$ cat src/rtl/game_ctrl.sv
// -----------------------------------------------------------------------------
// game_ctrl -- tic-tac-toe game sequencer in front of the board storage block.
//
// Takes move requests from the human player (X) and the CPU opponent (O).
// Serves only the side whose turn the board reports. Refuses out-of-range or
// occupied-cell moves. Drives the board's update_loc/submit/reset strobes and
// scores the resulting board for a win or a draw.
//
// Ports
//   clk          in   system clock, rising edge
//   reset        in   asynchronous, active-high; forces IDLE
//   new_game     in   level; restarts the game from WAIT or DONE
//   p_req/p_loc  in   player request (held until p_ack) and target cell
//   p_ack        out  one-cycle accept pulse for the player
//   c_req/c_loc  in   CPU request (held until c_ack) and target cell
//   c_ack        out  one-cycle accept pulse for the CPU
//   rej          out  one-cycle pulse when the served request is refused
//   board        in   cell states from the board
//   turn         in   board turn flag (TURN_PLAYER = X to move)
//   update_loc   out  cell index driven to the board
//   submit       out  strobe to the board; the board acts on its falling edge
//   board_reset  out  board reset; qualifies submit (1 = clear, 0 = move)
//   game_over    out  high in DONE
//   winner       out  CELL_X / CELL_O, or CELL_BLANK for a draw
//
// Build option
//   GAME_CTRL_TIMEOUT_EN  when defined, the player forfeits (winner = CELL_O)
//                         after TIMEOUT_CYCLES idle cycles in WAIT on X's turn.
//                         When undefined, WAIT waits indefinitely.
//
// Every output is a flop. Each one is loaded with the value it must show in
// the cycle after the current decision.
// -----------------------------------------------------------------------------

package game_ctrl_pkg;
    typedef logic [3:0]      INDEX_T;
    typedef logic [1:0]      STATE_T;
    typedef logic [8:0][1:0] BOARD_T;
    typedef logic            FLAG_T;

    localparam STATE_T CELL_BLANK  = 2'd0;
    localparam STATE_T CELL_X      = 2'd1;
    localparam STATE_T CELL_O      = 2'd2;

    localparam FLAG_T  TURN_PLAYER = 1'b0;
    localparam FLAG_T  TURN_CPU    = 1'b1;
endpackage

// state    | meaning
// ---------+-------------------------------------------------------------
// S_IDLE   | start of a new game; raise submit with board_reset
// S_CLR_LO | submit is high; drop it with board_reset held, clearing board
// S_WAIT   | arbitrate the requester whose turn it is
// S_SUB_HI | ack is showing; raise submit for the latched move
// S_SUB_LO | submit high, then one settle cycle after its falling edge
// S_CHECK  | score the updated board: win, draw, or back to WAIT
// S_DONE   | game over; only new_game is honoured
module game_ctrl
    import game_ctrl_pkg::*;
#(
    parameter int unsigned TIMEOUT_CYCLES = 1000
) (
    input  logic   clk,
    input  logic   reset,
    input  logic   new_game,
    input  logic   p_req,
    input  INDEX_T p_loc,
    output logic   p_ack,
    input  logic   c_req,
    input  INDEX_T c_loc,
    output logic   c_ack,
    output logic   rej,
    input  BOARD_T board,
    input  FLAG_T  turn,
    output INDEX_T update_loc,
    output FLAG_T  submit,
    output FLAG_T  board_reset,
    output logic   game_over,
    output STATE_T winner
);

    typedef enum logic [2:0] {
        S_IDLE,
        S_CLR_LO,
        S_WAIT,
        S_SUB_HI,
        S_SUB_LO,
        S_CHECK,
        S_DONE
    } fsm_t;

    if (TIMEOUT_CYCLES == 0) begin : g_bad_timeout
        $error("game_ctrl: TIMEOUT_CYCLES must be at least 1");
    end

    // Cell triplets for the 3 rows, 3 columns and 2 diagonals.
    localparam int NUM_LINES = 8;
    localparam logic [3:0] LINES [NUM_LINES][3] = '{
        '{4'd0, 4'd1, 4'd2},
        '{4'd3, 4'd4, 4'd5},
        '{4'd6, 4'd7, 4'd8},
        '{4'd0, 4'd3, 4'd6},
        '{4'd1, 4'd4, 4'd7},
        '{4'd2, 4'd5, 4'd8},
        '{4'd0, 4'd4, 4'd8},
        '{4'd2, 4'd4, 4'd6}
    };

    fsm_t   state, state_d;
    logic   settle_q, settle_d;
    logic   p_ack_d, c_ack_d, rej_d;
    INDEX_T update_loc_d;
    FLAG_T  submit_d, board_reset_d;
    logic   game_over_d;
    STATE_T winner_d;

    logic   srv_req;
    INDEX_T srv_loc;
    logic   srv_free;
    STATE_T line_win;
    logic   full;
    logic   tmo_hit;

    function automatic STATE_T line_owner(input BOARD_T b);
        STATE_T owner;
        owner = CELL_BLANK;
        for (int i = 0; i < NUM_LINES; i++) begin
            if (b[LINES[i][0]] != CELL_BLANK &&
                b[LINES[i][0]] == b[LINES[i][1]] &&
                b[LINES[i][1]] == b[LINES[i][2]])
                owner = b[LINES[i][0]];
        end
        return owner;
    endfunction

    function automatic logic board_full(input BOARD_T b);
        logic f;
        f = 1'b1;
        for (int i = 0; i < 9; i++) begin
            if (b[i] == CELL_BLANK)
                f = 1'b0;
        end
        return f;
    endfunction

    // Only the side whose turn it is gets looked at; the other request is
    // simply invisible, so it never produces a rej.
    always_comb begin
        srv_req  = (turn == TURN_PLAYER) ? p_req : c_req;
        srv_loc  = (turn == TURN_PLAYER) ? p_loc : c_loc;
        srv_free = 1'b0;
        if (srv_loc < 4'd9)
            srv_free = (board[srv_loc] == CELL_BLANK);
        line_win = line_owner(board);
        full     = board_full(board);
    end

`ifdef GAME_CTRL_TIMEOUT_EN
    localparam int TMO_W = (TIMEOUT_CYCLES > 1) ? $clog2(TIMEOUT_CYCLES) : 1;
    localparam logic [TMO_W-1:0] TMO_LOAD = TMO_W'(TIMEOUT_CYCLES - 1);

    logic [TMO_W-1:0] tmo_cnt;
    logic             tmo_run;

    // Down-counter: reloaded whenever the player is not the one being
    // waited on or the state is about to change.
    assign tmo_run = (state == S_WAIT) && (turn == TURN_PLAYER);
    assign tmo_hit = tmo_run && (tmo_cnt == '0);

    always_ff @(posedge clk or posedge reset) begin
        if (reset)
            tmo_cnt <= TMO_LOAD;
        else if (tmo_run && (state_d == S_WAIT))
            tmo_cnt <= tmo_cnt - 1'b1;
        else
            tmo_cnt <= TMO_LOAD;
    end
`else
    assign tmo_hit = 1'b0;
`endif

    always_comb begin
        state_d       = state;
        settle_d      = 1'b0;
        p_ack_d       = 1'b0;
        c_ack_d       = 1'b0;
        rej_d         = 1'b0;
        update_loc_d  = update_loc;
        submit_d      = 1'b0;
        board_reset_d = 1'b0;
        game_over_d   = game_over;
        winner_d      = winner;

        case (state)
            S_IDLE: begin
                submit_d      = 1'b1;
                board_reset_d = 1'b1;
                game_over_d   = 1'b0;
                winner_d      = CELL_BLANK;
                state_d       = S_CLR_LO;
            end

            S_CLR_LO: begin
                board_reset_d = 1'b1;
                state_d       = S_WAIT;
            end

            S_WAIT: begin
                if (new_game) begin
                    state_d = S_IDLE;
                end else if (srv_req && !rej) begin
                    // While rej is showing, the requester has not yet had a
                    // chance to drop its request. Skipping that cycle keeps
                    // it to a single rej per refused request.
                    if (srv_free) begin
                        p_ack_d      = (turn == TURN_PLAYER);
                        c_ack_d      = (turn != TURN_PLAYER);
                        update_loc_d = srv_loc;
                        state_d      = S_SUB_HI;
                    end else begin
                        rej_d = 1'b1;
                    end
                end else if (tmo_hit) begin
                    winner_d    = CELL_O;
                    game_over_d = 1'b1;
                    state_d     = S_DONE;
                end
            end

            S_SUB_HI: begin
                submit_d = 1'b1;
                state_d  = S_SUB_LO;
            end

            S_SUB_LO: begin
                // First pass drops submit; second pass is the settle cycle.
                if (settle_q) begin
                    state_d = S_CHECK;
                end else begin
                    settle_d = 1'b1;
                end
            end

            S_CHECK: begin
                if (line_win != CELL_BLANK) begin
                    winner_d    = line_win;
                    game_over_d = 1'b1;
                    state_d     = S_DONE;
                end else if (full) begin
                    winner_d    = CELL_BLANK;
                    game_over_d = 1'b1;
                    state_d     = S_DONE;
                end else begin
                    state_d = S_WAIT;
                end
            end

            S_DONE: begin
                if (new_game) begin
                    game_over_d = 1'b0;
                    state_d     = S_IDLE;
                end
            end

            default: begin
                state_d = S_IDLE;
            end
        endcase
    end

    always_ff @(posedge clk or posedge reset) begin
        if (reset) begin
            state       <= S_IDLE;
            settle_q    <= 1'b0;
            p_ack       <= 1'b0;
            c_ack       <= 1'b0;
            rej         <= 1'b0;
            update_loc  <= '0;
            submit      <= 1'b0;
            board_reset <= 1'b0;
            game_over   <= 1'b0;
            winner      <= CELL_BLANK;
        end else begin
            state       <= state_d;
            settle_q    <= settle_d;
            p_ack       <= p_ack_d;
            c_ack       <= c_ack_d;
            rej         <= rej_d;
            update_loc  <= update_loc_d;
            submit      <= submit_d;
            board_reset <= board_reset_d;
            game_over   <= game_over_d;
            winner      <= winner_d;
        end
    end

endmodule

$ cat config.mk
export PLATFORM = sky130hd
export DESIGN_NAME = game_ctrl
export DESIGN_NICKNAME = d
export VERILOG_FILES = /design/src/rtl/game_ctrl.sv
export SDC_FILE = /design/constraint.sdc
export NUM_CORES = 1
export LEC_CHECK = 0
export ABC_AREA = 1
export CAP_MARGIN = 20
export CORE_MARGIN = 10
export CORE_UTILIZATION = 46
export DETAILED_ROUTE_END_ITERATION = 7
export HOLD_SLACK_MARGIN = 0.15
export PLACE_DENSITY = 0.79
export SYNTH_ARGS = -nofsm -noshare
export SYNTH_HDL_FRONTEND = slang
export SYNTH_SLANG_ARGS = --single-unit
$ cat constraint.sdc
create_clock -name clk -period 4.2 [get_ports clk]
set_input_delay 0.63 -clock clk [delete_from_list [all_inputs] [get_ports clk]]
set_output_delay 0.63 -clock clk [all_outputs]
set_load 0.02 [all_outputs]
Word-level counts from Yosys, hierarchy flattened. Index checks and enable logic that the tools add are counted.

Eq/ne operators: 27. Multiplexer cells: 53. Bitwise operators: 2. Order comparisons: 2. Reduce and logical (&&, ||, !) cells: 43.

Operators by type and width (number): $eq A2 B2 Y1 (16); $mux W1 (30); $mux W2 (11); $mux W3 (7); $pmux W3 S7 (1); $logic_not A2 Y1 (10); $logic_and A1 B1 Y1 (17); $reduce_bool A2 Y1 (7); $eq A3 B3 Y1 const B (3); $ne A3 B3 Y1 const B (3); $bmux W2 S4 (1); $reduce_and A4 Y1 (2); $eq A3 B2 Y1 const B (2); $lt A4 B5 Y1 const B (1); $lt A4 B4 Y1 const B (1); $mux W4 (1); $ne A2 B2 Y1 const B (2); $pmux W2 S2 (1); $reduce_or A2 Y1 (2); $eq A3 B1 Y1 const B (1); $logic_not A3 Y1 (1); $pmux W1 S3 (1); $reduce_and A3 Y1 (1); $reduce_bool A3 Y1 (1); other kinds (3) (4).

Logic and storage cells: 137. Register bits after elaboration: 16. Output and inout bits: 12.

Depth between registers and ports, before layout. Gate-level depths: netlist (run 1).

Word-level depth: 14. Depth in mapped cells: 19.

Worst setup path after synthesis (run 1). OpenSTA, ideal clock, no wires.

Kind: in2reg. Start: input turn. End: register update_loc[1]. Arrival time: 1.794 ns. Buffers on the path: 1. Stages on the path: 15. Path slack: 2.277 ns. Library setup time: 0.129 ns. Path through: buf_4 > inv_2 > nand2_1 > nand2_1 > inv_2 > a21oi_1 > o21ai_1 > nand3b_1 > nand3_1 > nand3_2 > nand3_4 > inv_2 > o211ai_4 > nand2_1 > o21ai_1.

Word-level cells in the longest chain between the ends: 6.

Ends and longest elaborated chain: start, declared (RTL line 74) `input FLAG_T turn,`; $mux W4 (RTL line 150) `srv_loc = (turn == TURN_PLAYER) ? p_loc : c_loc;`; $bmux W2 S4 (RTL line 153) `srv_free = (board[srv_loc] == CELL_BLANK);`; $mux W2 (not written as such) (RTL line 153); $logic_not A2 Y1 (RTL line 153); $mux W1 (RTL line 152) `if (srv_loc < 4'd9)`; $reduce_and A4 Y1 (no line); end signal, assigned (RTL line 289) `update_loc <= update_loc_d;`; end, declared (RTL line 75) `output INDEX_T update_loc,`.

Several ways; a longest one is shown, not always the timed one. The select of a mux whose other input is x is not followed. A chain may end at the register's enable or synchronous reset.

Final worst setup path (run 1).
Start: input turn. End: register update_loc[3].

Same word-level chain as after synthesis.

==> flow_summary_export.csv, run 1 <==
group,metric,value,unit
cts,cts_tree,"built",
place,hpwl,3590,um
final_layout,fill_cells,284,
floorplan,num_rows,20,
final_layout,antenna_cells,0,
global_route,use_met2,0.238,
sta,drv_slew,0,
critical_path,worstPathRequired,4.38,ns
route,vias,1661,
place,gp_congestion,0.970,
cts,htree_levels,1,
sta,rsz0062_at_grt,"no",
floorplan,die_width,76.3,um
global_route,antenna_found_initial,0,
sta,hold_viol,0,
global_route,grt_pass1_wl,7360,um
cts,post_cts_buffers,0,
route,final_antenna_net_count,0,
power,leakage,0.976,nW
synthesis,synth_area,0.00146,sq mm
cts,cts.repair.resized,0,
cts,cts_root_buf,"clkbuf_4",
global_route,overflow,0,
critical_path,crit_path_cell_trace,"clkdlybuf4s50_1 > inv_2 > nand2_1 > nand2_2 > a21oi_1 > o21ai_0 > nand3b_1 > nand3_1 > nand3_2 > nand3_4 > inv_2 > o211ai_4 > nand2_1 > o21ai_1",
critical_path,cp.arrival,2.56,ns
floorplan,start_util,0.477,
global_route,grt_util_met3,0.0295,
synthesis,synth_area_leaders,"dfrtp_1 (27%), nand2_1 (15%), nand3_1 (8.9%)",
sta,min_period_over_period,0.569,
synthesis,yosysTopAreaCellShare,0.275,
cts,clock_path_buffers,2,
place,dpl_worst_slack,1.50,ns
floorplan,core_area,0.00305,sq mm
place,placed_area,0.00193,sq mm
cts,clkSinkCount,16,
floorplan,io_pins,44,
sta,worst_pin_slew,0.586,ns
critical_path,cp-start-kind,"input pin",
sta,max_freq,0.419,GHz
cts,holdBufCountCts,0,
final_layout,post-route-util,0.645,
cts,cts.clk_slew.worst_paths,0.09,ns
global_route,grtUsageMet1,0.190,
run,cap_viol_max_count,0,
global_route,grt_max_degree,17,
final_layout,finalNetCount,306,
floorplan,dieHeight,76.3,um
synthesis,ys_ff_latch,16,
global_route,grt_usage,0.147,
final_layout,fin_area,0.00197,sq mm
cts,cts_buffers,3,
route,dr.pass1.iters,4,
synthesis,syn_inst,227,
status,status,"completed",
min_path,hp-class,"reg -> reg",
critical_path,path_buf_inv,3,
final_layout,drive_gt1_frac,0.136,
final_layout,area_growth,35.3,%
final_layout,regArea,400,sq um
synthesis,seq_area_frac_synth,0.275,
critical_path,cp_slowest_cell,"clkdlybuf4s50_1",
power,irDropWorstVdd,0.264,mV
sta,fin_crit,2.39,ns
critical_path,worst-setup-path-type,"in -> reg",
sta,setup_ws,1.81,ns
synthesis,synth_top_cell_by_area,"dfrtp_1",
critical_path,critical_path.max_stage_delay,0.64,ns
route,drt_iter0_markers,117,
sta,fin_hold_ws,0.454,ns
synthesis,yosysWarnings,0,
synthesis,ys_types,29,
sta,max_slew_margin,0.609,
critical_path,crit_path_max_fanout,10,
critical_path,crit_family,"buffers and inverters",
synthesis,syn-num-nets,259,
route,post-route-drc-count,0,
sta,setup_viol,0,
floorplan,dieArea,0.00582,sq mm
place,portBuffers,43,
final_layout,multi_input_area,898,sq um
power,power.density,370,mW/mm^2
sta,tns,0,ns
cts,clk-insertion-delay-late,0.29,ns
route,wl_per_cell,13.5,um
critical_path,cp-end-kind,"flip-flop",
route,drt-total-wl,4280,um
global_route,grt_pass1_vias,1579,
global_route,busiest_layer,"met2",
synthesis,syn_avg_cell_area,6.42,sq um
sta,skew,0.00179,ns
route,viasPerCell,5.24,
-- placed cells by master (no fill, tap or decap), types with 7 or more instances in the layout --
cell type        count
nand3_1             26
nor3_1              10
dfrtp_1             16
inv_2               13
clkdlybuf4s50_1     43
inv_1               27
nor2_1              18
nand2_1             60
o21ai_0              7
o21ai_1              7
a21oi_1              8
-- layer usage --
metal / share of wire / up-vias
li1: - / 840
met1: 0.46 / 734
met2: 0.44 / 79
met3: 0.085 / 8
met4: 0.013 / 0
met5: 0 / -
-- where the power goes --
part           internal (mW)  switching, mW  leakage, nW
Combinational          0.161          0.227        0.746
Clock                 0.0528         0.0493       0.0210
Sequential             0.206         0.0337        0.209
Total                  0.419          0.310        0.976
-- registers in the layout, summed over array words and instances (netlist names) --
register / flops
winner: 2
board_reset: 1
c_ack: 1
state: 3
settle_q: 1
submit: 1
update_loc: 4
game_over: 1
p_ack: 1
rej: 1
-- path summary, 6_finish.rpt --
kind,from,end,slack (ns),cells past startpoint
setup / recovery,turn,update_loc[3],1.81,14
hold / removal,settle_q,settle_q,0.45,1
setup reg to reg,state[1],update_loc[3],2.45,10
hold reg to reg,settle_q,settle_q,0.45,1
max in group asynchronous,reset,game_over,3.13,2
min in group asynchronous,reset,p_ack,0.70,2
-- final cells by class --
| type | count | area share |
|---|---|---|
| repair buffers | 43 | 0.218 |
| inverters | 40 | 0.0762 |
| well taps | 44 | 0.0279 |
| flip-flops and latches | 16 | 0.203 |
| clock buffers | 4 | 0.0184 |
| multi-input cells | 170 | 0.456 |
-- worst reg2reg max path: stages, from the launching register on --
cell,delay (ns)
dfrtp_1,0.44
inv_1,0.15
nor2_1,0.07
nand3_1,0.12
inv_1,0.12
a21oi_1,0.24
nand3_4,0.12
inv_2,0.10
o211ai_4,0.12
nand2_1,0.09
o21ai_1,0.06
-- through the flow --
stage	total power, mW	instances
3_5_place_dp	0.630	313
2_1_floorplan	0.469	227
6_report	0.730	317
5_1_grt	0.792	317
4_1_cts	0.732	317
3_3_place_gp	0.622	313
-- cell usage after synthesis --
library cell	instances
nand3_4	1
or2_0	1
a21oi_1	8
o211ai_1	1
nand3b_1	1
nand2_2	5
buf_4	1
or2_1	1
inv_1	27
nand2_1	60
nor2_1	18
mux2i_1	2
o22ai_1	1
nand3_2	4
nand4_1	6
o21ai_1	7
o31ai_4	1
nand3_1	26
o31ai_2	2
inv_2	13
nor2_4	1
nor3_2	1
o21ai_0	7
o21bai_2	1
a2111oi_0	1
o211ai_4	1
nor3_1	10
dfrtp_1	16
o21ai_2	3
-- logic make-up after synthesis --
group / after synthesis / synth area share
mux: 2 / 0.0137
buf+inv: 41 / 0.108
flops: 16 / 0.275
compound gates: 33 / 0.163
simple gates: 135 / 0.440
(Power assumes the default switching activity.)
==> inputs of run 2 (changes only) <==
- CORE_UTILIZATION: 46 -> 43
- PLACE_DENSITY: 0.79 -> 0.77
- clock period: 4.2 -> 2.14 ns (I/O delays scaled with it)
==> flow_summary_export.csv, run 2 (synthesis gave the netlist of run 1 again) <==
group,metric,value,unit
status,status,"completed",
route,final_antenna_net_count,0,
final_layout,fin_area,0.00224,sq mm
critical_path,crit_path_max_fanout,4,
sta,worst_pin_slew,0.595,ns
power,power,1.50,mW
sta,fin_crit,1.96,ns
cts,cts_buffers,3,
critical_path,rrSetupSlack,0.41,ns
route,viasPerCell,5.03,
place,portBuffers,43,
power,p_sw_frac,0.409,
sta,fin_hold_ws,0.387,ns
cts,cts.clk_slew.worst_paths,0.09,ns
sta,max_slew_margin,0.603,
place,hpwl,4020,um
final_layout,multi_input_area,912,sq um
route,wl_per_cell,13.5,um
power,power.density,672,mW/mm^2
floorplan,core_area,0.00331,sq mm
sta,drv_slew,0,
run,cap_viol_max_count,0,
critical_path,reg2reg_to,"update_loc[0]",
floorplan,die_width,78.2,um
min_path,hp-class,"in -> async",
global_route,grt_pass1_vias,1739,
final_layout,mostFrequentLayoutCells,"nand2_1 (60), clkdlybuf4s50_1 (39), buf_4 (32)",
final_layout,antenna_cells,0,
cts,cts_tree,"built",
critical_path,worstPathRequired,2.32,ns
final_layout,top_register,"update_loc",
sta,hold_viol,0,
critical_path,cp-end-kind,"flip-flop",
global_route,overflow,0,
sta,setup_viol,0,
critical_path,cp_slowest_cell,"clkdlybuf4s50_1",
floorplan,dieArea,0.00611,sq mm
critical_path,reg2reg_depth,10,
global_route,grt_usage,0.157,
route,post-route-drc-count,0,
cts,holdBufCountCts,0,
power,irDropWorstVdd,0.344,mV
critical_path,cp-start-kind,"input pin",
power,internal-power,889,uW
cts,clk-insertion-delay-late,0.29,ns
place,placed_area,0.00216,sq mm
critical_path,path_common_cell,"nand2_1",
critical_path,worst-setup-path-type,"in -> reg",
power,leakage,1.17,nW
route,vias,1766,
floorplan,num_rows,21,
floorplan,dieHeight,78.2,um
critical_path,path_buf_inv,4,
sta,max_freq,0.509,GHz
cts,htree_levels,1,
power,p_clk_frac,0.131,
final_layout,final_common_cell,"nand2_1",
final_layout,post-route-util,0.676,
sta,rsz0062_at_grt,"yes",
final_layout,drive_gt1_frac,0.236,
final_layout,finalNetCount,338,
sta,skew,0.00518,ns
route,drt_iter0_markers,85,
final_layout,area_growth,53.6,%
place,gp_congestion,1.03,
sta,min_period_over_period,0.918,
critical_path,crit_family,"simple AND/OR/NAND/NOR gates",
floorplan,start_util,0.440,
power,pwr-share-seq,0.310,
global_route,grt_max_degree,17,
cts,cts_root_buf,"clkbuf_4",
critical_path,crit_path_cell_trace,"clkdlybuf4s50_1 > inv_1 > nor3_2 > o21ai_2 > inv_1 > nand2_1 > nand2_1 > inv_1 > nand2_1 > nand2_1 > nand2_1 > nand2_1 > nand2_1 > nand2_1 > o21bai_2 > nand2_1 > nand2_1 > nand2_1",
final_layout,largest_reg_flops,4,
critical_path,cp.arrival,2.15,ns
route,drt-total-wl,4740,um
power,combPwrFrac,0.559,
critical_path,worstReg2RegStart,"state[1]",
final_layout,reg_top3,"update_loc: 4 flops, state: 3 flops, winner: 2 flops",
final_layout,fill_cells,309,
cts,clock_path_buffers,2,
route,dr.pass1.iters,4,
global_route,grt_pass1_wl,8000,um
final_layout,regArea,400,sq um
power,p_sw,615,uW
critical_path,critical_path.max_stage_delay,0.55,ns
cts,clkSinkCount,16,
floorplan,io_pins,44,
global_route,antenna_found_initial,0,
-- run 2: cell count changes in the layout (fill, tap and decap cells not counted), moves of 2 or more --
cell	delta
nor3_1	-2
buf_4	+32
dlymetal6s2s_1	+4
nor3_2	+2
clkdlybuf4s50_1	-4
-- run 2: layout make-up --
class / count / share of cell area
timing repair buffer: 75 / 0.304
tap: 46 / 0.0257
multi-input combinational: 170 / 0.408
clock buffer: 4 / 0.0162
sequential: 16 / 0.179
inverter: 40 / 0.0671
-- run 2: routing by layer --
metal  part of all wire  vias to the layer above  global-route usage  wire length [um]
met2               0.48                       58               0.273              2270
met3              0.052                        8              0.0285               246
li1                   -                      902                   -                 -
met1               0.46                      798               0.195              2170
met4              0.011                        0              0.0341                52
met5                  0                        -                   0                 0
-- run 2: stage by stage --
stage / worst slack (ns) / setup TNS, ns / cells
after CTS: 0.140 / 0 / 349
after floorplan: 0.526 / 0 / 227
after global routing: -0.00755 / -0.00755 / 351
after detailed placement: -0.175 / -0.969 / 345
after global placement: -0.107 / -0.421 / 345
final: 0.175 / 0 / 351
-- run 2: power groups by stage --
stage          logic (mW)  clock network [mW]  registers [mW]
6_report            0.840               0.197           0.466
3_5_place_dp        0.840                   0           0.470
5_1_grt             0.932               0.213           0.481
3_3_place_gp        0.820                   0           0.468
4_1_cts             0.843               0.201           0.465
2_1_floorplan       0.368                   0           0.553
-- run 2: worst max path at each step --
stage	from	slack (ns)	cells after the start	endpoint
CTS	board[16]	0.14	17	state[2]
global placement	board[16]	-0.11	17	state[2]
finish	board[3]	0.18	18	state[2]
detailed placement	board[16]	-0.18	17	state[2]
global route	board[3]	-0.008	18	state[2]
floorplan	turn	0.53	15	update_loc[1]
-- run 2: what timing repair did --
| item | 4_1_cts | 5_1_grt |
|---|---|---|
| endpoints found under the setup margin | 0 | 7 |
| setup buffers | 0 | 2 |
| gates resized for setup | 0 | 7 |
